**src/rtl/tm_pkg.sv**
```systemverilog
// rtl/tm_pkg.sv - shared constants and types for the TuringMachine tape driver
// Purpose: default widths/depth and the driver FSM state type.
// Ports: none (package).
package tm_pkg;
    localparam int SYM_W  = 4;
    localparam int DEPTH  = 64;
    localparam int DISP_W = 11;

    typedef enum logic [2:0] {
        IDLE,
        SETUP,
        PULSE,
        DONE,
        WAIT
    } tm_drv_state_t;

    typedef logic [SYM_W-1:0] tm_sym_t;
endpackage

```
**src/rtl/tm_tape_buf.sv**
```systemverilog
// rtl/tm_tape_buf.sv - DEPTH x SYM_W tape symbol store
// Purpose: register array holding the host-written tape; contents are not reset.
// Ports:
//   clock      in   system clock
//   we         in   write enable
//   waddr      in   write index
//   wdata      in   symbol to store
//   raddr      in   read index
//   rdata      out  symbol at raddr (combinational)
module tm_tape_buf #(
    parameter int SYM_W = 4,
    parameter int DEPTH = 64,
    parameter int AW    = (DEPTH > 1) ? $clog2(DEPTH) : 1
) (
    input  logic             clock,
    input  logic             we,
    input  logic [AW-1:0]    waddr,
    input  logic [SYM_W-1:0] wdata,
    input  logic [AW-1:0]    raddr,
    output logic [SYM_W-1:0] rdata
);
    logic [SYM_W-1:0] mem [DEPTH];

    always_ff @(posedge clock) begin
        if (we) begin
            mem[waddr] <= wdata;
        end
    end

    assign rdata = mem[raddr];
endmodule

```
**src/rtl/tm_tape_driver.sv**
```systemverilog
// rtl/tm_tape_driver.sv - host-side tape loader and result capture for TuringMachine
// Purpose: buffers host symbols, replays them as data+Next pulses on start, issues Done,
//          then waits for Compute_done (or a timeout) and captures the display word.
// Ports:
//   clock, reset        in   clock, synchronous active-high reset
//   wr_valid/wr_data    in   host symbol append; wr_ready out (IDLE and not full)
//   clear, start        in   empty buffer / begin run (IDLE only; start beats clear beats write)
//   count, busy         out  symbols buffered, not-IDLE
//   tm_data/tm_next/tm_done  out  TuringMachine input_data/Next/Done
//   tm_compute_done/tm_display in  TuringMachine Compute_done/display_out
//   result/result_valid/timed_out  out  captured word, capture valid, last run timed out
module tm_tape_driver
    import tm_pkg::*;
#(
    parameter int SYM_W     = tm_pkg::SYM_W,
    parameter int DEPTH     = tm_pkg::DEPTH,
    parameter int DISP_W    = tm_pkg::DISP_W,
    parameter int SETUP_CYC = 1,
    parameter int TIMEOUT   = 1024
) (
    input  logic                       clock,
    input  logic                       reset,
    input  logic                       wr_valid,
    input  logic [SYM_W-1:0]           wr_data,
    output logic                       wr_ready,
    input  logic                       clear,
    input  logic                       start,
    output logic [$clog2(DEPTH+1)-1:0] count,
    output logic                       busy,
    output logic [SYM_W-1:0]           tm_data,
    output logic                       tm_next,
    output logic                       tm_done,
    input  logic                       tm_compute_done,
    input  logic [DISP_W-1:0]          tm_display,
    output logic [DISP_W-1:0]          result,
    output logic                       result_valid,
    output logic                       timed_out
);
    localparam int CNT_W = $clog2(DEPTH+1);
    localparam int AW    = (DEPTH > 1) ? $clog2(DEPTH) : 1;
    localparam int SC_W  = (SETUP_CYC > 1) ? $clog2(SETUP_CYC) : 1;
    localparam int TO_W  = (TIMEOUT > 1) ? $clog2(TIMEOUT) : 1;

    tm_drv_state_t    state;
    logic [CNT_W-1:0] rd_idx;
    logic [CNT_W-1:0] rd_idx_inc;
    logic [SC_W-1:0]  setup_cnt;
    logic [TO_W-1:0]  to_cnt;
    logic             we;
    logic [AW-1:0]    raddr;
    logic [SYM_W-1:0] rdata;

    assign busy       = (state != IDLE);
    assign wr_ready   = (state == IDLE) && (count < CNT_W'(DEPTH));
    assign we         = wr_valid && wr_ready && !clear && !start;
    assign rd_idx_inc = rd_idx + CNT_W'(1);
    // tm_data is registered on entry to SETUP, so the read port looks one symbol
    // ahead: index 0 when leaving IDLE, rd_idx+1 when leaving PULSE.
    assign raddr      = (state == IDLE) ? '0 : rd_idx_inc[AW-1:0];

    tm_tape_buf #(
        .SYM_W (SYM_W),
        .DEPTH (DEPTH),
        .AW    (AW)
    ) u_buf (
        .clock (clock),
        .we    (we),
        .waddr (count[AW-1:0]),
        .wdata (wr_data),
        .raddr (raddr),
        .rdata (rdata)
    );

    always_ff @(posedge clock) begin
        if (reset) begin
            state        <= IDLE;
            count        <= '0;
            rd_idx       <= '0;
            setup_cnt    <= '0;
            to_cnt       <= '0;
            tm_data      <= '0;
            tm_next      <= 1'b0;
            tm_done      <= 1'b0;
            result       <= '0;
            result_valid <= 1'b0;
            timed_out    <= 1'b0;
        end else begin
            case (state)
                IDLE: begin
                    if (start) begin
                        rd_idx       <= '0;
                        setup_cnt    <= '0;
                        result_valid <= 1'b0;
                        timed_out    <= 1'b0;
                        if (count != '0) begin
                            state   <= SETUP;
                            tm_data <= rdata;
                        end else begin
                            state   <= DONE;
                            tm_done <= 1'b1;
                            to_cnt  <= '0;
                        end
                    end else if (clear) begin
                        count <= '0;
                    end else if (we) begin
                        count <= count + CNT_W'(1);
                    end
                end
                SETUP: begin
                    if (setup_cnt == SC_W'(SETUP_CYC - 1)) begin
                        setup_cnt <= '0;
                        tm_next   <= 1'b1;
                        state     <= PULSE;
                    end else begin
                        setup_cnt <= setup_cnt + SC_W'(1);
                    end
                end
                PULSE: begin
                    tm_next <= 1'b0;
                    rd_idx  <= rd_idx_inc;
                    if (rd_idx_inc == count) begin
                        state   <= DONE;
                        tm_done <= 1'b1;
                        tm_data <= '0;
                        to_cnt  <= '0;
                    end else begin
                        state   <= SETUP;
                        tm_data <= rdata;
                    end
                end
                DONE: begin
                    tm_done <= 1'b0;
                    state   <= WAIT;
                end
                WAIT: begin
                    // Completion wins over a timeout expiring on the same cycle.
                    if (tm_compute_done) begin
                        result       <= tm_display;
                        result_valid <= 1'b1;
                        state        <= IDLE;
                    end else if ((TIMEOUT > 0) && (to_cnt == TO_W'(TIMEOUT - 1))) begin
                        timed_out <= 1'b1;
                        state     <= IDLE;
                    end else begin
                        to_cnt <= to_cnt + TO_W'(1);
                    end
                end
                default: begin
                    state <= IDLE;
                end
            endcase
        end
    end
endmodule

```
**config.mk**
```make
export PLATFORM = sky130hd
export DESIGN_NAME = tm_tape_driver
export DESIGN_NICKNAME = d
export VERILOG_FILES = /design/src/rtl/tm_pkg.sv /design/src/rtl/tm_tape_buf.sv /design/src/rtl/tm_tape_driver.sv
export SDC_FILE = /design/constraint.sdc
export NUM_CORES = 1
export LEC_CHECK = 0
export ABC_AREA = 1
export CORE_MARGIN = 2
export CORE_UTILIZATION = 40
export CTS_CLUSTER_DIAMETER = 50
export DETAILED_ROUTE_END_ITERATION = 10
export PLACE_DENSITY = 0.54
export SLEW_MARGIN = 20
export SYNTH_ARGS = -nofsm -noshare
export SYNTH_HDL_FRONTEND = slang
export SYNTH_SLANG_ARGS = --single-unit
```
**constraint.sdc**
```tcl
create_clock -name clock -period 4.06 [get_ports clock]
set_input_delay 0.406 -clock clock [delete_from_list [all_inputs] [get_ports clock]]
set_output_delay 0.406 -clock clock [all_outputs]
set_load 0.01 [all_outputs]
```
==> qor.csv, run 1 <==
stage,metric,value,unit
die,core area,0.0337,mm2
synthesis,number of synthesized flops with an enable pin,256,
placed_design,RD Place Congestion,0.841,
placed_design,Buffers on Ports,48,
cells_and_area,design area,0.0159,mm2
clocking,CTS H-tree lvls,2,
die,site row count,67,
sta,Max Freq,0.323,GHz
grt,antenna violations before repair,0,
setup_path,critical path launch point type,register,
power_and_ir_drop,Peak VDD IR,0.437,mV
die,# IOs,49,
synthesis,Ys Warns,0,
clocking,clk root buf,clkbuf_16,
synthesis,Post-Synthesis Cells,1375,
synthesis,list of most frequent post-synthesis cells,"edfxtp_1, nand2_1, nand3_1",
cells_and_area,ANT cells,0,
clocking,post-CTS sizing,0,
power_and_ir_drop,total power,0.00994,W
status,outcome,"complete, no violations",
setup_path,Worst setup EP type,register,
power_and_ir_drop,static leakage,5.85,nW
clocking,setup repair bufs after CTS,0,
synthesis,Synth top area share,0.558,
clocking,clk_lat worst skew,0.53,ns
synthesis,Post-Syn Area,0.0138,mm2
sta,RSZ-0062 raised after global routing,no,
detailed_routing,WL/cell,20.0,um
setup_path,R2R Path End,to_cnt[0]$_SDFFE_PP0P_,
worst_hold_path,Hold Path Cell Cnt,2,
setup_path,CP arrival,3.50,ns
sta,final worst slack,0.963,ns
clocking,Num CTS Buffers,37,
clocking,"Reg clk slew, reported paths",0.06,ns
setup_path,Reg2Reg Setup Slack,0.96,ns
synthesis,"top cells by area, synth","edfxtp_1, nand3_1, nand2_1, dfxtp_1, nand3b_1",
die,die area,0.0360,mm2
clocking,CTS sink count,302,
sta,final setup vio count,0,
placed_design,pre-CTS setup slack,0.973,ns
sta,clock skew,0.0152,ns
die,Die Span X,190,um
die,DIE HEIGHT,190,um
clocking,CTS max path bufs,3,
detailed_routing,initial drt markers,848,
flow_run,maxcap violations,0,
grt,Overflow after GRT,0,
detailed_routing,vias per cell,5.31,
grt,Total GRT Usage,0.212,
cells_and_area,area occupied by multi-input gates,0.00436,mm2
synthesis,"Async S/R FF share, synth",0,
sta,post-route clock period utilization,0.763,
worst_hold_path,hold endpoint,result_valid$_SDFFE_PP0P_,
synthesis,Yosys cell types,40,
sta,actual slew at the worst max-slew pin,0.944,ns
grt,first-pass GRT wire length,58.1,mm
grt,vias in the first global route,9869,
cells_and_area,Fillers,3206,
setup_path,worst setup path startpoint,state[0]$_SDFFE_PP0P_,
worst_hold_path,hold wc startpoint,result_valid$_SDFFE_PP0P_,
die,Initial Util,0.409,
synthesis,Main synth FF type,edfxtp_1,
cells_and_area,fin nets,1436,
detailed_routing,DR vias,10000,
setup_path,WS Path Type,reg -> reg,
synthesis,"count leader, synth",edfxtp_1,
sta,Slew headroom,0.371,
detailed_routing,drt total wl,37.6,mm
setup_path,Crit path largest cell delay,0.74,ns
power_and_ir_drop,PwrDens,624,mW/mm2
clocking,TritonCTS clock tree,done,
cells_and_area,layout cells sized above 1,0.0904,
detailed_routing,Initial DRT Pass Iterations,5,
placed_design,Placed Area,0.0146,mm2
grt,largest net degree at the start of global routing,83,
sta,final setup TNS,0,ns
synthesis,leading area contributor after synthesis,edfxtp_1,
setup_path,worst-case reg-to-reg path depth,8,
setup_path,Critical Path Fanout Max,69,
setup_path,Crit-path slowest cell,buf_4,
sta,"Min Clock Period, post-route",3.10,ns
cells_and_area,Area Overhead vs Synth,15.5,%
cells_and_area,Reg area,0.00861,mm2
sta,Max Slew Vio Count,0,
placed_design,dpl hpwl,23.7,mm
detailed_routing,Final ANT Viol Nets,0,
sta,endpoints failing hold,0,
detailed_routing,Remaining DRCs,0,
setup_path,CP required,4.46,ns
worst_hold_path,Hold Crit Class,reg -> reg,
synthesis,#FFs+latches synth,302,
setup_path,worst reg2reg startpoint,state[0]$_SDFFE_PP0P_,
synthesis,"Avg Cell Area, Syn",10.0,um2
synthesis,Synth Net Count,1400,
clocking,hold_buf cts,0,
synthesis,"Seq/Total Area, Yosys",0.625,
setup_path,crit path cell chain,"nor2_4, nand2_4, buf_4, a31oi_1, nor2_2, nand3_4, o21ai_0, nor2_1",
metrics by stage:
step	hold WS [ns]	std cells	utilization
3_3_place_gp	0.437	1820	0.434
5_1_grt	0.460	1886	0.472
6_report	0.441	1886	0.472
4_1_cts	0.444	1886	0.472
2_1_floorplan	0.460	1375	-
3_5_place_dp	0.435	1820	0.434
worst max-delay path by stage:
stage | endpoint | cells past startpoint | slack [ns]
2_1_floorplan | u_buf.mem[52][0]$_DFFE_PP_ | 10 | 1.99
3_3_place_gp | to_cnt[1]$_SDFFE_PP0P_ | 8 | 1.05
3_5_place_dp | to_cnt[0]$_SDFFE_PP0P_ | 8 | 0.97
4_1_cts | to_cnt[0]$_SDFFE_PP0P_ | 8 | 0.96
5_1_grt | to_cnt[0]$_SDFFE_PP0P_ | 8 | 0.69
6_report | to_cnt[0]$_SDFFE_PP0P_ | 8 | 0.96
per-layer routing:
layer  up-vias  track usage  share of wire
li1       4782            -              -
met3        62       0.0304          0.052
met5         -            0              0
met2       239        0.355           0.48
met1      4925        0.286           0.45
met4         0       0.0647          0.025
flip-flops by register name, summed over array words and instances, names as in the netlist:
| signal | cells |
|---|---|
| u_buf.mem | 256 |
| result | 11 |
| to_cnt | 10 |
| count | 7 |
| rd_idx | 7 |
| tm_data | 4 |
| state | 3 |
| result_valid | 1 |
| timed_out | 1 |
| tm_done | 1 |
| tm_next | 1 |
report_power, final:
group          internal, W  switching, W  leakage, nW  total (W)
sequential         0.00343     0.0000790         2.67    0.00351
combinational     0.000875       0.00211         2.56    0.00298
clock              0.00215       0.00129        0.621    0.00344
total              0.00646       0.00348         5.85    0.00994
critical path, delay by kind of cell, from the launching register on:
family	cells	cell delay, ns
and+or+nand+nor	5	1.36
buffers and inverters	1	0.74
AOI/OAI and AO/OA	2	0.45
DFF	1	0.40
final cells by class:
cell class                 count  share of cell area
clock buffer                  47              0.0632
clock inverter                19              0.0174
inverter                     127              0.0302
multi-input combinational    876               0.274
sequential                   302               0.541
tap                          448              0.0352
timing repair buffer          67              0.0395
kinds of logic (layout without fill, tap and decap cells):
kind of cell             after synthesis  count (layout)  share of synthesized area
AND/OR/NAND/NOR                      783             783                      0.274
AO/OA/AOI/OAI                         80              80                     0.0320
buffers and inverters                197             260                     0.0593
adder cells (fa/ha/maj)                4               4                    0.00363
XOR/XNOR                               9               9                    0.00672
flip-flops                           302             302                      0.625
cell usage in the layout (no fill, tap or decap), types with 7 or more instances in the layout:
cell type | synthesis | routed
o21ai_0 | 20 | 20
nor2_1 | 165 | 165
nand2_2 | 8 | 7
clkdlybuf4s50_1 | 0 | 44
inv_1 | 118 | 117
nand3b_1 | 85 | 85
xor2_1 | 7 | 7
nand3_2 | 9 | 9
clkbuf_16 | 0 | 39
nand3_1 | 223 | 223
buf_4 | 3 | 17
inv_2 | 7 | 7
nand2_1 | 248 | 248
or2_2 | 9 | 9
nand4_1 | 17 | 17
a21oi_1 | 45 | 45
clkbuf_1 | 16 | 8
dfxtp_1 | 46 | 46
edfxtp_1 | 256 | 256
Note: power is estimated with default switching activity, not from simulation.
==> run 2: changes to the inputs <==
==> constraint.sdc (replaced) <==
create_clock -name clock -period 3.21 [get_ports clock]
set_input_delay 0.321 -clock clock [delete_from_list [all_inputs] [get_ports clock]]
set_output_delay 0.321 -clock clock [all_outputs]
set_load 0.01 [all_outputs]
==> run 2 against run 1 <==
Worst hold slack got worse by 0.068 ns; clock power rose by 24%; combinational power rose by 27%; global-route usage rose by 0.20 points; non-clock buffer count rose by 12; power rose by 25%; critical endpoint is now busy.
==> qor.csv, run 2 (synthesis gave the netlist of run 1 again) <==
stage,metric,value,unit,change
cells_and_area,Top reg by flops,u_buf.mem,,
clocking,CTS sink count,302,,unchanged
flow_run,maxcap violations,0,,unchanged
worst_hold_path,hold endpoint,result[4]$_SDFFE_PP0P_,,
sta,clock skew,0.0287,ns,+0.0135 ns
detailed_routing,Initial DRT Pass Iterations,7,,+2
grt,Overflow after GRT,0,,unchanged
setup_path,Critical Path Fanout Max,53,,-23%
cells_and_area,Regs by FF count,"u_buf.mem: 256 flops, result: 11 flops, to_cnt: 10 flops",,
grt,antenna violations before repair,0,,unchanged
detailed_routing,WL/cell,19.8,um,-1.0%
clocking,setup repair bufs after CTS,0,,unchanged
detailed_routing,DR vias,9953,,-0.55%
die,DIE HEIGHT,190,um,unchanged
setup_path,CP arrival,2.31,ns,-1.19 ns
sta,"Min Clock Period, post-route",2.63,ns,
clocking,CTS H-tree lvls,2,,unchanged
worst_hold_path,Hold Crit Class,in -> reg,,
worst_hold_path,Hold Path Cell Cnt,3,,+1
cells_and_area,layout cells sized above 1,0.0984,,+0.00801
setup_path,WS Path Type,reg -> out,,
cells_and_area,Fillers,3211,,+0.16%
setup_path,Reg2Reg Setup Slack,0.67,ns,-0.29 ns
clocking,"Reg clk slew, reported paths",0.05,ns,about the same
power_and_ir_drop,static leakage,5.89,nW,+0.73%
placed_design,Buffers on Ports,48,,unchanged
setup_path,critical path launch point type,register,,
sta,final setup vio count,0,,unchanged
setup_path,Worst setup EP type,output port,,
placed_design,RD Place Congestion,0.809,,-3.8%
setup_path,worst-case reg-to-reg path depth,13,,+5
grt,vias in the first global route,9988,,+1.2%
detailed_routing,Remaining DRCs,0,,unchanged
sta,endpoints failing hold,0,,unchanged
sta,Slew headroom,0.448,,+0.0773
detailed_routing,vias per cell,5.24,,-1.3%
sta,RSZ-0062 raised after global routing,no,,
cells_and_area,"most common cell after layout, fill and taps aside",edfxtp_1,,
status,outcome,"complete, no violations",,
setup_path,worst reg2reg startpoint,rd_idx[0]$_SDFFE_PP0P_,,
worst_hold_path,hold wc startpoint,tm_display[4],,
power_and_ir_drop,PwrDens,778,mW/mm2,+25%
detailed_routing,drt total wl,37.6,mm,-0.21%
sta,Max Freq,0.380,GHz,
clocking,hold_buf cts,0,,unchanged
detailed_routing,initial drt markers,797,,-6.0%
grt,largest net degree at the start of global routing,143,,+72%
cells_and_area,most frequent cells in the layout,"edfxtp_1, nand2_1, nand3_1",,
setup_path,CP required,2.89,ns,-1.57 ns
clocking,clk root buf,clkbuf_16,,
sta,final setup TNS,0,ns,unchanged
clocking,TritonCTS clock tree,done,,
setup_path,R2R Path End,tm_data[2]$_SDFFE_PP0P_,,
cells_and_area,ANT cells,0,,unchanged
clocking,clk_lat worst skew,0.55,ns,+0.02 ns
die,Die Span X,190,um,unchanged
sta,Max Slew Vio Count,0,,unchanged
clocking,Num CTS Buffers,38,,+2.7%
power_and_ir_drop,Peak VDD IR,0.583,mV,+33%
die,core area,0.0337,mm2,unchanged
detailed_routing,Final ANT Viol Nets,0,,unchanged
clocking,post-CTS sizing,0,,unchanged
grt,first-pass GRT wire length,58.3,mm,+0.33%
sta,actual slew at the worst max-slew pin,0.828,ns,-0.116 ns
die,# IOs,49,,unchanged
power_and_ir_drop,total power,0.0125,W,+25%
cells_and_area,max FFs per register,256,,unchanged
cells_and_area,fin nets,1449,,+0.91%
die,Initial Util,0.409,,unchanged
cells_and_area,Final Util,0.475,,+0.00264
placed_design,dpl hpwl,23.3,mm,-1.4%
clocking,CTS max path bufs,3,,unchanged
die,site row count,67,,unchanged
cells_and_area,Area Overhead vs Synth,16.2,%,
sta,post-route clock period utilization,0.820,,
grt,Total GRT Usage,0.214,,+0.00197
die,die area,0.0360,mm2,unchanged
run 2: worst max-delay path, cell delays in order (launching register included):
cell	delay (ns)
dfxtp_1	0.40
nor2_4	0.07
nand2_4	0.09
buf_4	0.50
clkdlybuf4s50_1	0.66
run 2: how the worst max path moves through the flow:
stage / startpoint / to / slack [ns] / cells past startpoint
6_report: state[0]$_SDFFE_PP0P_ / busy / 0.58 / 4
5_1_grt: rd_idx[0]$_SDFFE_PP0P_ / to_cnt[0]$_SDFFE_PP0P_ / 0.44 / 14
4_1_cts: state[0]$_SDFFE_PP0P_ / busy / 0.55 / 4
3_5_place_dp: start / u_buf.mem[21][1]$_DFFE_PP_ / 0.68 / 6
3_3_place_gp: rd_idx[0]$_SDFFE_PP0P_ / tm_data[2]$_SDFFE_PP0P_ / 0.68 / 13
2_1_floorplan: state[0]$_SDFFE_PP0P_ / u_buf.mem[52][0]$_DFFE_PP_ / 1.14 / 10
run 2: layer usage:
metal	vias to the layer above	wire [um]	GRT usage
li1	4806	-	-
met1	4799	16500	0.290
met2	277	17800	0.353
met3	71	2260	0.0354
met4	0	933	0.0680
met5	-	0	0
run 2: metrics by stage:
step                instance area [um2]  hold slack, ns  instances  worst slack [ns]
finish                            16000           0.373       1901             0.579
global route                      16000           0.371       1901             0.439
CTS                               16000           0.360       1901             0.546
detailed placement                14700           0.442       1832             0.676
global placement                  14700           0.434       1832             0.683
floorplan                         13800           0.420       1375              1.14
run 2: cell type report:
type                            instances  area, um2  share of cell area
Timing Repair Buffer                   79        731              0.0456
Multi-Input combinational cell        876       4360               0.272
Tap cell                              448        561              0.0350
Clock inverter                         20        256              0.0160
Sequential cell                       302       8610               0.538
Inverter                              127        480              0.0300
Clock buffer                           49       1010              0.0632
run 2: where the power goes:
part / switching [W] / total, W / internal, W / leakage (nW)
clock: 0.00167 / 0.00425 / 0.00258 / 0.603
combinational: 0.00261 / 0.00378 / 0.00117 / 2.62
sequential: 0.0000931 / 0.00443 / 0.00434 / 2.67
==> run 3: changes to the inputs <==
==> constraint.sdc (replaced) <==
create_clock -name clock -period 2.72 [get_ports clock]
set_input_delay 0.272 -clock clock [delete_from_list [all_inputs] [get_ports clock]]
set_output_delay 0.272 -clock clock [all_outputs]
set_load 0.01 [all_outputs]
==> run 3 against run 2 <==
Setup slack worse by 0.35 ns; count of clock-buffer cells in the layout decreased by 1; clock skew down 0.016 ns; via count hardly changed; critical path type is now reg -> reg; largest power group unchanged.
==> qor.csv, run 3 (synthesis gave the netlist of run 1 again) <==
stage,metric,value,unit,change
setup_path,critical path launch point type,register,,
setup_path,Critical Path Sink,u_buf.mem[13][0]$_DFFE_PP_,,
sta,final setup vio count,0,,unchanged
cells_and_area,Final Util,0.476,,+0.000891
clocking,CTS max path bufs,3,,unchanged
setup_path,worst setup path startpoint,state[0]$_SDFFE_PP0P_,,
sta,actual slew at the worst max-slew pin,0.814,ns,-0.0133 ns
clocking,"Reg clk slew, reported paths",0.06,ns,about the same
cells_and_area,Top reg by flops,u_buf.mem,,
setup_path,CP required,2.91,ns,+0.02 ns
grt,antenna violations before repair,0,,unchanged
detailed_routing,WL/cell,19.1,um,-3.4%
setup_path,WS Path Type,reg -> reg,,
grt,first-pass GRT wire length,56.4,mm,-3.3%
sta,clock skew,0.0130,ns,-0.0157 ns
power_and_ir_drop,PwrDens,908,mW/mm2,+17%
detailed_routing,DR vias,9959,,+0.060%
grt,largest net degree at the start of global routing,99,,-31%
die,site row count,67,,unchanged
cells_and_area,layout cells sized above 1,0.101,,+0.00241
grt,Total GRT Usage,0.205,,-0.00848
placed_design,RD Place Congestion,0.785,,-2.9%
clocking,clk_lat worst skew,0.53,ns,-0.02 ns
setup_path,worst-case reg-to-reg path depth,9,,-4
grt,Overflow after GRT,0,,unchanged
cells_and_area,max FFs per register,256,,unchanged
sta,post-route clock period utilization,0.915,,
clocking,CTS sink count,302,,unchanged
cells_and_area,"most common cell after layout, fill and taps aside",edfxtp_1,,
sta,Max Freq,0.402,GHz,
placed_design,Placed Area,0.0148,mm2,+0.68%
cells_and_area,Area Overhead vs Synth,16.4,%,
worst_hold_path,Hold Crit Class,in -> reg,,
clocking,CTS H-tree lvls,2,,unchanged
clocking,TritonCTS clock tree,done,,
cells_and_area,most frequent cells in the layout,"edfxtp_1, nand2_1, nand3_1",,
power_and_ir_drop,Peak VDD IR,0.665,mV,+14%
detailed_routing,Final ANT Viol Nets,0,,unchanged
setup_path,R2R Path End,u_buf.mem[13][0]$_DFFE_PP_,,
setup_path,CP arrival,2.68,ns,+0.37 ns
detailed_routing,initial drt markers,948,,+19%
detailed_routing,Remaining DRCs,0,,unchanged
placed_design,dpl hpwl,22.5,mm,-3.4%
sta,"Min Clock Period, post-route",2.49,ns,
setup_path,worst reg2reg startpoint,state[0]$_SDFFE_PP0P_,,
cells_and_area,design area,0.0160,mm2,+0.19%
flow_run,maxcap violations,0,,unchanged
status,outcome,"complete, no violations",,
die,DIE HEIGHT,190,um,unchanged
die,core area,0.0337,mm2,unchanged
clocking,setup repair bufs after CTS,0,,unchanged
sta,endpoints failing hold,0,,unchanged
die,# IOs,49,,unchanged
die,die area,0.0360,mm2,unchanged
sta,Max Slew Vio Count,0,,unchanged
clocking,Num CTS Buffers,38,,unchanged
cells_and_area,fin nets,1455,,+0.41%
die,Initial Util,0.409,,unchanged
die,Die Span X,190,um,unchanged
sta,final setup TNS,0,ns,unchanged
setup_path,Critical Path Fanout Max,11,,-79%
detailed_routing,drt total wl,36.4,mm,-3.1%
setup_path,Worst setup EP type,register,,
clocking,clk root buf,clkbuf_16,,
detailed_routing,Initial DRT Pass Iterations,5,,-2
cells_and_area,Regs by FF count,"u_buf.mem: 256 flops, result: 11 flops, to_cnt: 10 flops",,
setup_path,Reg2Reg Setup Slack,0.23,ns,-0.44 ns
detailed_routing,vias per cell,5.23,,-0.20%
sta,RSZ-0062 raised after global routing,no,,
placed_design,Buffers on Ports,48,,unchanged
sta,Slew headroom,0.457,,+0.00890
grt,vias in the first global route,9781,,-2.1%
cells_and_area,ANT cells,0,,unchanged
power_and_ir_drop,static leakage,5.92,nW,+0.52%
run 3: cell types whose count changed in the layout (fill, tap and decap cells not counted), moves of 2 or more:
cell / before / now
clkinv_1: 5 / 7
clkbuf_8: 2 / 0
clkinvlp_4: 4 / 0
buf_4: 28 / 32
buf_2: 4 / 2
buf_12: 3 / 7
clkinv_2: 4 / 7
run 3: layout make-up:
class	count	area (um2)
flip-flops and latches	302	8610
well taps	448	561
multi-input cells	876	4360
clock inverters	20	186
fillers	3197	17700
repair buffers	85	831
clock buffers	48	1010
inverters	127	480
run 3: worst min-delay path by stage:
| stage | cells after the start | endpoint | startpoint |
|---|---|---|---|
| floorplan | 0 | u_buf.mem[0][0]$_DFFE_PP_ | wr_data[0] |
| global placement | 2 | result_valid$_SDFFE_PP0P_ | result_valid$_SDFFE_PP0P_ |
| detailed placement | 2 | timed_out$_SDFFE_PP0P_ | timed_out$_SDFFE_PP0P_ |
| CTS | 1 | u_buf.mem[19][3]$_DFFE_PP_ | wr_data[3] |
| global route | 3 | result[2]$_SDFFE_PP0P_ | tm_display[2] |
| finish | 1 | u_buf.mem[61][3]$_DFFE_PP_ | wr_data[3] |
run 3: critical path: stages (launching register included):
cell     delay (ns)
dfxtp_1        0.35
nor2_4         0.16
nand2_4        0.15
nor2_2         0.14
nand2_1        0.09
nor2_2         0.11
nand2_1        0.15
nor2_4         0.17
nand3_2        0.40
nor2_1         0.44
run 3: timing repair:
item                                    CTS  global route
hold buffers                              0             0
endpoints found under the setup margin    0             4
gates resized for setup                   0             1
run 3: layer usage:
layer  vias to the layer above  wire length (um)  GRT usage
met4                         0               964     0.0671
li1                       4822                 -          -
met3                        66              2320     0.0350
met1                      4773             16100      0.279
met2                       298             17000      0.337
met5                         -                 0          0
run 3: where the power goes:
group / leakage (nW) / internal (W) / switching (W) / total, W
sequential: 2.67 / 0.00512 / 0.0000890 / 0.00521
combinational: 2.66 / 0.00148 / 0.00307 / 0.00456
clock: 0.588 / 0.00292 / 0.00188 / 0.00480
run 3: through the flow:
stage,cells,power (W),hold slack [ns],worst slack [ns]
2_1_floorplan,1375,0.00838,0.371,0.650
3_3_place_gp,1838,0.00985,0.435,0.249
3_5_place_dp,1838,0.00986,0.436,0.210
4_1_cts,1906,0.0147,0.301,0.204
5_1_grt,1906,0.0154,0.331,0.0179
6_report,1906,0.0146,0.315,0.232
